===== src/rtl/yin_pkg.sv =====
// Shared definitions for the YIN pitch-lag scheduler: controller states and
// the lag / threshold-fraction widths used across the block.
package yin_pkg;

  localparam int TAU_WIDTH        = 6;
  localparam int THRESH_FRAC_BITS = 16;

  typedef enum logic [2:0] {
    IDLE   = 3'd0,
    CLEAR  = 3'd1,
    RUN    = 3'd2,
    EVAL   = 3'd3,
    FINISH = 3'd4
  } state_t;

endpackage


===== src/rtl/yin_cmnd_compare.sv =====
// Cumulative-mean-normalised difference threshold test:
// hit when S != 0 and d*tau*2^F < threshold*S, evaluated without overflow.
module yin_cmnd_compare #(
  parameter int ACC_WIDTH        = 64,
  parameter int THRESH_FRAC_BITS = 16
) (
  input  logic [ACC_WIDTH-1:0]                      d,
  input  logic [yin_pkg::TAU_WIDTH-1:0]             tau,
  input  logic [ACC_WIDTH+yin_pkg::TAU_WIDTH-1:0]   sum,
  input  logic [THRESH_FRAC_BITS-1:0]               threshold,
  output logic                                      hit
);
  import yin_pkg::*;

  localparam int SUM_W = ACC_WIDTH + TAU_WIDTH;
  localparam int PW    = SUM_W + THRESH_FRAC_BITS;

  logic [PW-1:0] w_lhs;
  logic [PW-1:0] w_rhs;

  // Both sides are widened to the full product width before multiplying.
  always_comb begin
    w_lhs = (PW'(d) * PW'(tau)) << THRESH_FRAC_BITS;
    w_rhs = PW'(threshold) * PW'(sum);
    hit   = (sum != {SUM_W{1'b0}}) && (w_lhs < w_rhs);
  end

endmodule


===== src/rtl/yin_tau_scheduler.sv =====
// Sequences lags 1..MAX_TAU through an external difference datapath and stops
// at the first lag whose normalised difference falls below the threshold.
module yin_tau_scheduler #(
  parameter int WINDOW_SIZE_BITS = 8,
  parameter int ACC_WIDTH        = 64,
  parameter int MAX_TAU          = 40,
  parameter int THRESH_FRAC_BITS = yin_pkg::THRESH_FRAC_BITS
) (
  input  logic                           clk,
  input  logic                           reset,
  input  logic                           start,
  input  logic [THRESH_FRAC_BITS-1:0]    threshold,
  output logic [yin_pkg::TAU_WIDTH-1:0]  diff_tau,
  output logic                           diff_reset,
  input  logic                           diff_ready,
  input  logic [ACC_WIDTH-1:0]           diff_acc,
  output logic                           busy,
  output logic                           done,
  output logic                           found,
  output logic [yin_pkg::TAU_WIDTH-1:0]  tau_out
);
  import yin_pkg::*;

  localparam int                   SUM_W     = ACC_WIDTH + TAU_WIDTH;
  localparam logic [TAU_WIDTH-1:0] MAX_TAU_L = MAX_TAU[TAU_WIDTH-1:0];

  state_t                        r_state;
  logic [TAU_WIDTH-1:0]          r_tau;
  logic [SUM_W-1:0]              r_running_sum;
  logic [THRESH_FRAC_BITS-1:0]   r_threshold;

  logic [SUM_W-1:0]              w_sum;
  logic                          w_hit;

  // Running sum including the lag currently being evaluated.
  always_comb begin
    w_sum = r_running_sum + {{TAU_WIDTH{1'b0}}, diff_acc};
  end

  yin_cmnd_compare #(
    .ACC_WIDTH        (ACC_WIDTH),
    .THRESH_FRAC_BITS (THRESH_FRAC_BITS)
  ) u_compare (
    .d         (diff_acc),
    .tau       (r_tau),
    .sum       (w_sum),
    .threshold (r_threshold),
    .hit       (w_hit)
  );

  // Controller FSM; every output is registered alongside the state.
  always_ff @(posedge clk) begin
    if (reset) begin
      r_state       <= IDLE;
      r_tau         <= {TAU_WIDTH{1'b0}};
      r_running_sum <= {SUM_W{1'b0}};
      r_threshold   <= {THRESH_FRAC_BITS{1'b0}};
      diff_tau      <= {TAU_WIDTH{1'b0}};
      diff_reset    <= 1'b1;
      busy          <= 1'b0;
      done          <= 1'b0;
      found         <= 1'b0;
      tau_out       <= {TAU_WIDTH{1'b0}};
    end else begin
      case (r_state)
        IDLE: begin
          busy       <= 1'b0;
          done       <= 1'b0;
          diff_reset <= 1'b1;
          if (start) begin
            r_state       <= CLEAR;
            r_tau         <= {{(TAU_WIDTH-1){1'b0}}, 1'b1};
            diff_tau      <= {{(TAU_WIDTH-1){1'b0}}, 1'b1};
            r_running_sum <= {SUM_W{1'b0}};
            r_threshold   <= threshold;
            found         <= 1'b0;
            tau_out       <= {TAU_WIDTH{1'b0}};
            busy          <= 1'b1;
          end else begin
            r_state <= IDLE;
          end
        end
        CLEAR: begin
          diff_reset <= 1'b0;
          r_state    <= RUN;
        end
        RUN: begin
          // Datapath latency is open-ended; wait for its ready flag.
          if (diff_ready) begin
            diff_reset <= 1'b1;
            r_state    <= EVAL;
          end else begin
            diff_reset <= 1'b0;
            r_state    <= RUN;
          end
        end
        EVAL: begin
          if (w_hit) begin
            found   <= 1'b1;
            tau_out <= r_tau;
            done    <= 1'b1;
            r_state <= FINISH;
          end else if (r_tau == MAX_TAU_L) begin
            found   <= 1'b0;
            tau_out <= {TAU_WIDTH{1'b0}};
            done    <= 1'b1;
            r_state <= FINISH;
          end else begin
            r_running_sum <= w_sum;
            r_tau         <= r_tau + {{(TAU_WIDTH-1){1'b0}}, 1'b1};
            diff_tau      <= r_tau + {{(TAU_WIDTH-1){1'b0}}, 1'b1};
            r_state       <= CLEAR;
          end
        end
        FINISH: begin
          done    <= 1'b0;
          busy    <= 1'b0;
          r_state <= IDLE;
        end
        default: begin
          r_state    <= IDLE;
          busy       <= 1'b0;
          done       <= 1'b0;
          diff_reset <= 1'b1;
        end
      endcase
    end
  end

endmodule


===== config.mk =====
export PLATFORM = sky130hd
export DESIGN_NAME = yin_tau_scheduler
export DESIGN_NICKNAME = d
export VERILOG_FILES = /design/src/rtl/yin_pkg.sv /design/src/rtl/yin_cmnd_compare.sv /design/src/rtl/yin_tau_scheduler.sv
export SDC_FILE = /design/constraint.sdc
export NUM_CORES = 2
export LEC_CHECK = 0
export CAP_MARGIN = 20
export CELL_PAD_IN_SITES_DETAIL_PLACEMENT = 2
export CELL_PAD_IN_SITES_GLOBAL_PLACEMENT = 2
export CORE_MARGIN = 3
export CORE_UTILIZATION = 41
export CTS_CLUSTER_SIZE = 30
export DETAILED_ROUTE_END_ITERATION = 16
export GPL_TIMING_DRIVEN = 0
export PLACE_DENSITY = 0.86
export SLEW_MARGIN = 20
export SYNTH_ARGS = -nofsm -noshare
export SYNTH_HDL_FRONTEND = slang
export SYNTH_SLANG_ARGS = --single-unit

===== constraint.sdc =====
create_clock -name clk -period 13.7 [get_ports clk]
set_clock_uncertainty 0.2 [all_clocks]
set_input_delay 1.37 -clock clk [delete_from_list [all_inputs] [get_ports clk]]
set_output_delay 1.37 -clock clk [all_outputs]
set_load 0.005 [all_outputs]

==> results by group, run 1 <==
STA
  • Post-GRT worst EP: r_running_sum[55]$_SDFFE_PP0P_/D
  • Worst EP Category: register data pin

Synthesis
  • Mapped Cells: 6664
  • Most frequent cells after synthesis: nand2_1 (1368), fa_1 (1200), inv_1 (1187)
  • Post-synthesis async set-or-reset flop share: 0%
  • Post-Syn Area: 55000 um2
  • YS warnings: 0
  • Synth top area share: 43.68%
  • Syn_nets: 8320
  • Most numerous cell in the Yosys netlist: nand2_1
  • Syn avg cell area: 8.253 um2
  • Post-synth top flop: dfxtp_1
  • Yosys top cell by area: fa_1
  • Netlist cell types: 77
  • EDFF count, synth: 0
  • Top post-synthesis cells by area: fa_1 (44%), nand2_1 (9.3%), ha_1 (8.5%), inv_1 (8.1%), dfxtp_1 (3.8%)
  • Count of state elements after synthesis: 105
  • Post-synthesis sequential area ratio: 3.822%

Floorplan
  • Io pins: 100
  • Chip width: 372.3 um
  • Initial core utilization: 41.57%
  • Die Y: 372.3 um
  • # rows: 133

Global routing
  • Pin count of the biggest net entering global routing: 22
  • Remaining Overflow, GRT: 1403
  • All-Layer GR Usage: 77.16%

Clock network
  • Htree depth: 3
  • Clk root buf: clkbuf_16
  • Clk buf depth: 2
  • CTS Buf Count: 9
  • Num Clock Sinks: 105

Placed design
  • Final RePlAce weighted congestion: 0.9494
  • PortBufs: 99
  • Inst Count DP: 8551
  • Detailed placement HPWL: 225300 um

Outcome
  • Last stage reached: 5_1_grt
  • Outcome: stopped before the end
  • Err: [ERROR GRT-0232] Routing congestion too high. Check the congestion heatmap in the GUI.
[logic make-up after synthesis]
logic type	synth area share, %
multiplexers	0.1115
flip-flops	3.822
buffers and inverters	10.54
adder cells (fa/ha/maj)	52.14
XOR/XNOR	3.249
AND/OR/NAND/NOR	18.81
AO/OA/AOI/OAI	11.32
[per-layer routing]
layer  overflow  global-route usage [%]
met1         59                   76.27
met2        868                   92.47
met3         40                   63.01
met5          7                   44.16
met4        429                   76.60
[what timing repair did]
action | in CTS
hold buffers | 0
endpoints found under the hold margin | 0
resized for setup | 511
pin swaps | 76
gates cloned | 1
setup buffers | 93
endpoints found under the setup margin | 86
[per-stage QoR]
stage | TNS [ps] | instance area (um2) | setup slack (ps) | util [%] | hold slack [ps]
4_1_cts | -7.372 | 61740 | -7.372 | 46.67 | 298.7
3_5_place_dp | -335380 | 58940 | -4248 | 44.55 | 273.9
3_3_place_gp | -444480 | 58190 | -5505 | 43.98 | 264.8
2_1_floorplan | 0 | 55000 | 1025 | - | 254.5
==> run 2, diff against run 1 <==
--- a/config.mk
+++ b/config.mk
@@ -6,14 +6,11 @@
 export NUM_CORES = 2
 export LEC_CHECK = 0
 export CAP_MARGIN = 20
-export CELL_PAD_IN_SITES_DETAIL_PLACEMENT = 2
-export CELL_PAD_IN_SITES_GLOBAL_PLACEMENT = 2
 export CORE_MARGIN = 3
-export CORE_UTILIZATION = 41
-export CTS_CLUSTER_SIZE = 30
+export CORE_UTILIZATION = 30
 export DETAILED_ROUTE_END_ITERATION = 16
 export GPL_TIMING_DRIVEN = 0
-export PLACE_DENSITY = 0.86
+export PLACE_DENSITY_LB_ADDON = 0.15
 export SLEW_MARGIN = 20
 export SYNTH_ARGS = -nofsm -noshare
 export SYNTH_HDL_FRONTEND = slang
==> run 2 against run 1 <==
Effect of this change:
- the flow now finishes without violations
- area after synthesis unchanged
- synthesized cell count stayed put
==> results by group, run 2 <==
Outcome
  • Outcome: finished, final reports clean

Synthesis
  • Synth top area share: 43.68% (unchanged)
  • Post-synthesis sequential area ratio: 3.822% (unchanged)
  • Syn_nets: 8320 (unchanged)
  • Most frequent cells after synthesis: nand2_1 (1368), fa_1 (1200), inv_1 (1187)
  • Top post-synthesis cells by area: fa_1 (44%), nand2_1 (9.3%), ha_1 (8.5%), inv_1 (8.1%), dfxtp_1 (3.8%)
  • Mapped Cells: 6664 (unchanged)
  • Most numerous cell in the Yosys netlist: nand2_1
  • Post-synthesis async set-or-reset flop share: 0% (unchanged)
  • Syn avg cell area: 8.253 um2 (unchanged)
  • Yosys top cell by area: fa_1
  • Post-synth top flop: dfxtp_1
  • Netlist cell types: 77 (unchanged)
  • YS warnings: 0 (unchanged)
  • EDFF count, synth: 0 (unchanged)
  • Count of state elements after synthesis: 105 (unchanged)
  • Post-Syn Area: 55000 um2 (unchanged)

STA
  • Final hold vios: 0
  • Crit share post-route: 97.72%
  • Least-Margin Pin Slew: 1208 ps
  • Setup Viol. Count Final: 0
  • F_max: 74.70 MHz
  • Post-route setup TNS: 0 ps
  • Max_slew headroom: 19.47%
  • Crit path time final: 13390 ps
  • Max Slew Vio Count: 0

Layout
  • Finished Core Util: 34.73%
  • Biggest registers after layout: r_running_sum x70, r_threshold x16
  • Register area: 2102 um2
  • Fillers: 19260
  • Area of the multi-input gates: 49400 um2
  • Fin nets: 8558
  • Max reg flops: 70
  • Most common cell after layout, fill and taps aside: nand2_1
  • Top reg by flops: r_running_sum
  • Layout cells sized above 1: 8.441%
  • Synth-to-layout area growth: 14.62%
  • Most frequent cells in the layout: nand2_1 (1367), fa_1 (1193), inv_1 (1186)

Power and ir drop
  • Lkg Pwr: 0.02809 uW
  • Worst VDD drop: 0.0001270 V
  • Tot Pwr: 6423 uW
  • Power per cell area: 101.9 nW/um2

Clock network
  • Clk root buf: clkbuf_16
  • CTS tree: built
  • Cts hold-fix bufs: 0 (unchanged)
  • Later-pin clock latency in the skew report: 460 ps
  • Htree depth: 3 (unchanged)
  • Clock-pin slew of the registers on the worst-case setup and hold paths: 80 ps
  • CTS Buf Count: 9 (unchanged)
  • Clk buf depth: 2 (unchanged)
  • Num Clock Sinks: 105 (unchanged)

Setup path
  • Crit-path slowest cell: fa_1
  • CP Depth: 49
  • Critical path startpoint category: primary input
  • CP max stage delay: 560 ps
  • Capture point of the worst path: r_running_sum[55]$_SDFFE_PP0P_
  • RR Endpoint: r_running_sum[1]$_SDFFE_PP0P_
  • Critical path endpoint category: flip-flop
  • Worst setup path start: diff_acc[39]
  • Worst path most repeated cell: fa_1
  • CP required: 13870 ps
  • Crit path buf inv count: 11
  • CP top delay family: compound AO/OA/AOI/OAI gates
  • Worst r2r src: r_running_sum[1]$_SDFFE_PP0P_
  • Critical path type: in -> reg
  • R2R setup slack: 850 ps
  • Crit path DAT: 13560 ps
  • CP Max Fanout: 10
  • Reg2Reg Depth: 50

Floorplan
  • Core area: 181500 um2
  • Io pins: 100 (unchanged)
  • # rows: 156 (+17%)
  • Die footprint: 188500 um2
  • Initial core utilization: 30.30% (-11 points)
  • Die Y: 434.2 um (+17%)
  • Chip width: 434.2 um (+17%)

Min path
  • Worst Hold Class: reg -> reg

Routing
  • Drt total wl: 216400 um
  • Post-route DRC: 0
  • Drt pass-1 iters: 6
  • Via density: 5.078
  • DR WL/cell: 23.31 um
  • Iteration-0 DRC Markers: 3194
  • Via count: 47140
  • Routed Antenna Nets: 0

Global routing
  • Global-route wire length before repair: 324000 um
  • GR Util met3: 2.666%
  • Remaining Overflow, GRT: 0
  • All-Layer GR Usage: 23.22%
  • Vias in the first global route: 49140
  • GRT busiest layer: met2
  • Pin count of the biggest net entering global routing: 20
  • GR Layer Usage met2: 39.47%
  • Initial antenna violation count: 19
  • Met1 usage: 31.07%

Placed design
  • Detailed placement HPWL: 183000 um (-19%)
  • PortBufs: 99 (unchanged)
  • Final RePlAce weighted congestion: 0.9136 (-3.8%)

Run
  • Max-cap violations: 0
[run 2: cells by family after synthesis]
logic type,after synthesis,synth area share [%]
compound gates,960,11.32
flops,105,3.822
buf+inv,1532,10.54
fa+ha+maj,1572,52.14
simple gates,2285,18.81
mux,6,0.1115
xor+xnor,204,3.249
[run 2: worst min-delay path, cell delays in order (launching register included)]
cell and delay [ps]:
dfxtp_1 320, nand3_1 60, o2bb2ai_1 60
[run 2: how the worst min path moves through the flow]
stage                     slack (ps)                              to                            from  depth (start not counted)
after detailed placement         270              found$_SDFFE_PP0P_              found$_SDFFE_PP0P_                          1
after floorplan                  250   r_running_sum[0]$_SDFFE_PP0P_   r_running_sum[0]$_SDFFE_PP0P_                          2
after global routing             310  r_running_sum[38]$_SDFFE_PP0P_  r_running_sum[38]$_SDFFE_PP0P_                          2
final                            290  r_running_sum[61]$_SDFFE_PP0P_  r_running_sum[61]$_SDFFE_PP0P_                          2
after global placement           270  r_running_sum[61]$_SDFFE_PP0P_  r_running_sum[61]$_SDFFE_PP0P_                          2
after CTS                        290  r_running_sum[61]$_SDFFE_PP0P_  r_running_sum[61]$_SDFFE_PP0P_                          2
[run 2: where the power goes]
| group | leakage (uW) | switching, uW | total [uW] | internal [uW] |
|---|---|---|---|---|
| registers | 0.000849 | 5.29 | 318 | 313 |
| logic | 0.0271 | 3570 | 5780 | 2210 |
| clock network | 0.000152 | 179 | 326 | 146 |
[run 2: per-stage QoR]
stage,cell area (um2),setup slack [ps],hold WS (ps),std cells
finish,63040,312.6,287.5,9283
detailed placement,59740,-4150,272.4,9162
CTS,61880,0.05240,285.8,9222
global placement,58960,-5535,271.7,9133
floorplan,55000,1025,254.5,6664
global route,63030,-30.30,305.4,9278
[run 2: metal layers]
layer  vias up  part of all wire [%]
met3       234                   5.2
met5         -                     0
met4         0                   3.6
met2      1273                    48
li1      21200                     -
met1     24430                    43
[run 2: area by class of cell]
| class | count | area share, % |
|---|---|---|
| antenna | 6 | 0.02382 |
| multi-input combinational | 5028 | 78.37 |
| tap | 2370 | 4.704 |
| clock buffer | 10 | 0.3632 |
| inverter | 1187 | 7.068 |
| clock inverter | 6 | 0.1330 |
| sequential | 105 | 3.334 |
| buffer | 318 | 2.441 |
| timing repair buffer | 253 | 3.567 |
[run 2: repair_timing]
action                                  in CTS  in global routing
endpoints found under the setup margin      86                 86
buffers inserted                            59                 65
gates resized for setup                    395                230
endpoints found under the hold margin        0                  0
cloned                                       0                  2
pin swaps                                   46                 75
Power figures use the tool's default switching activity.
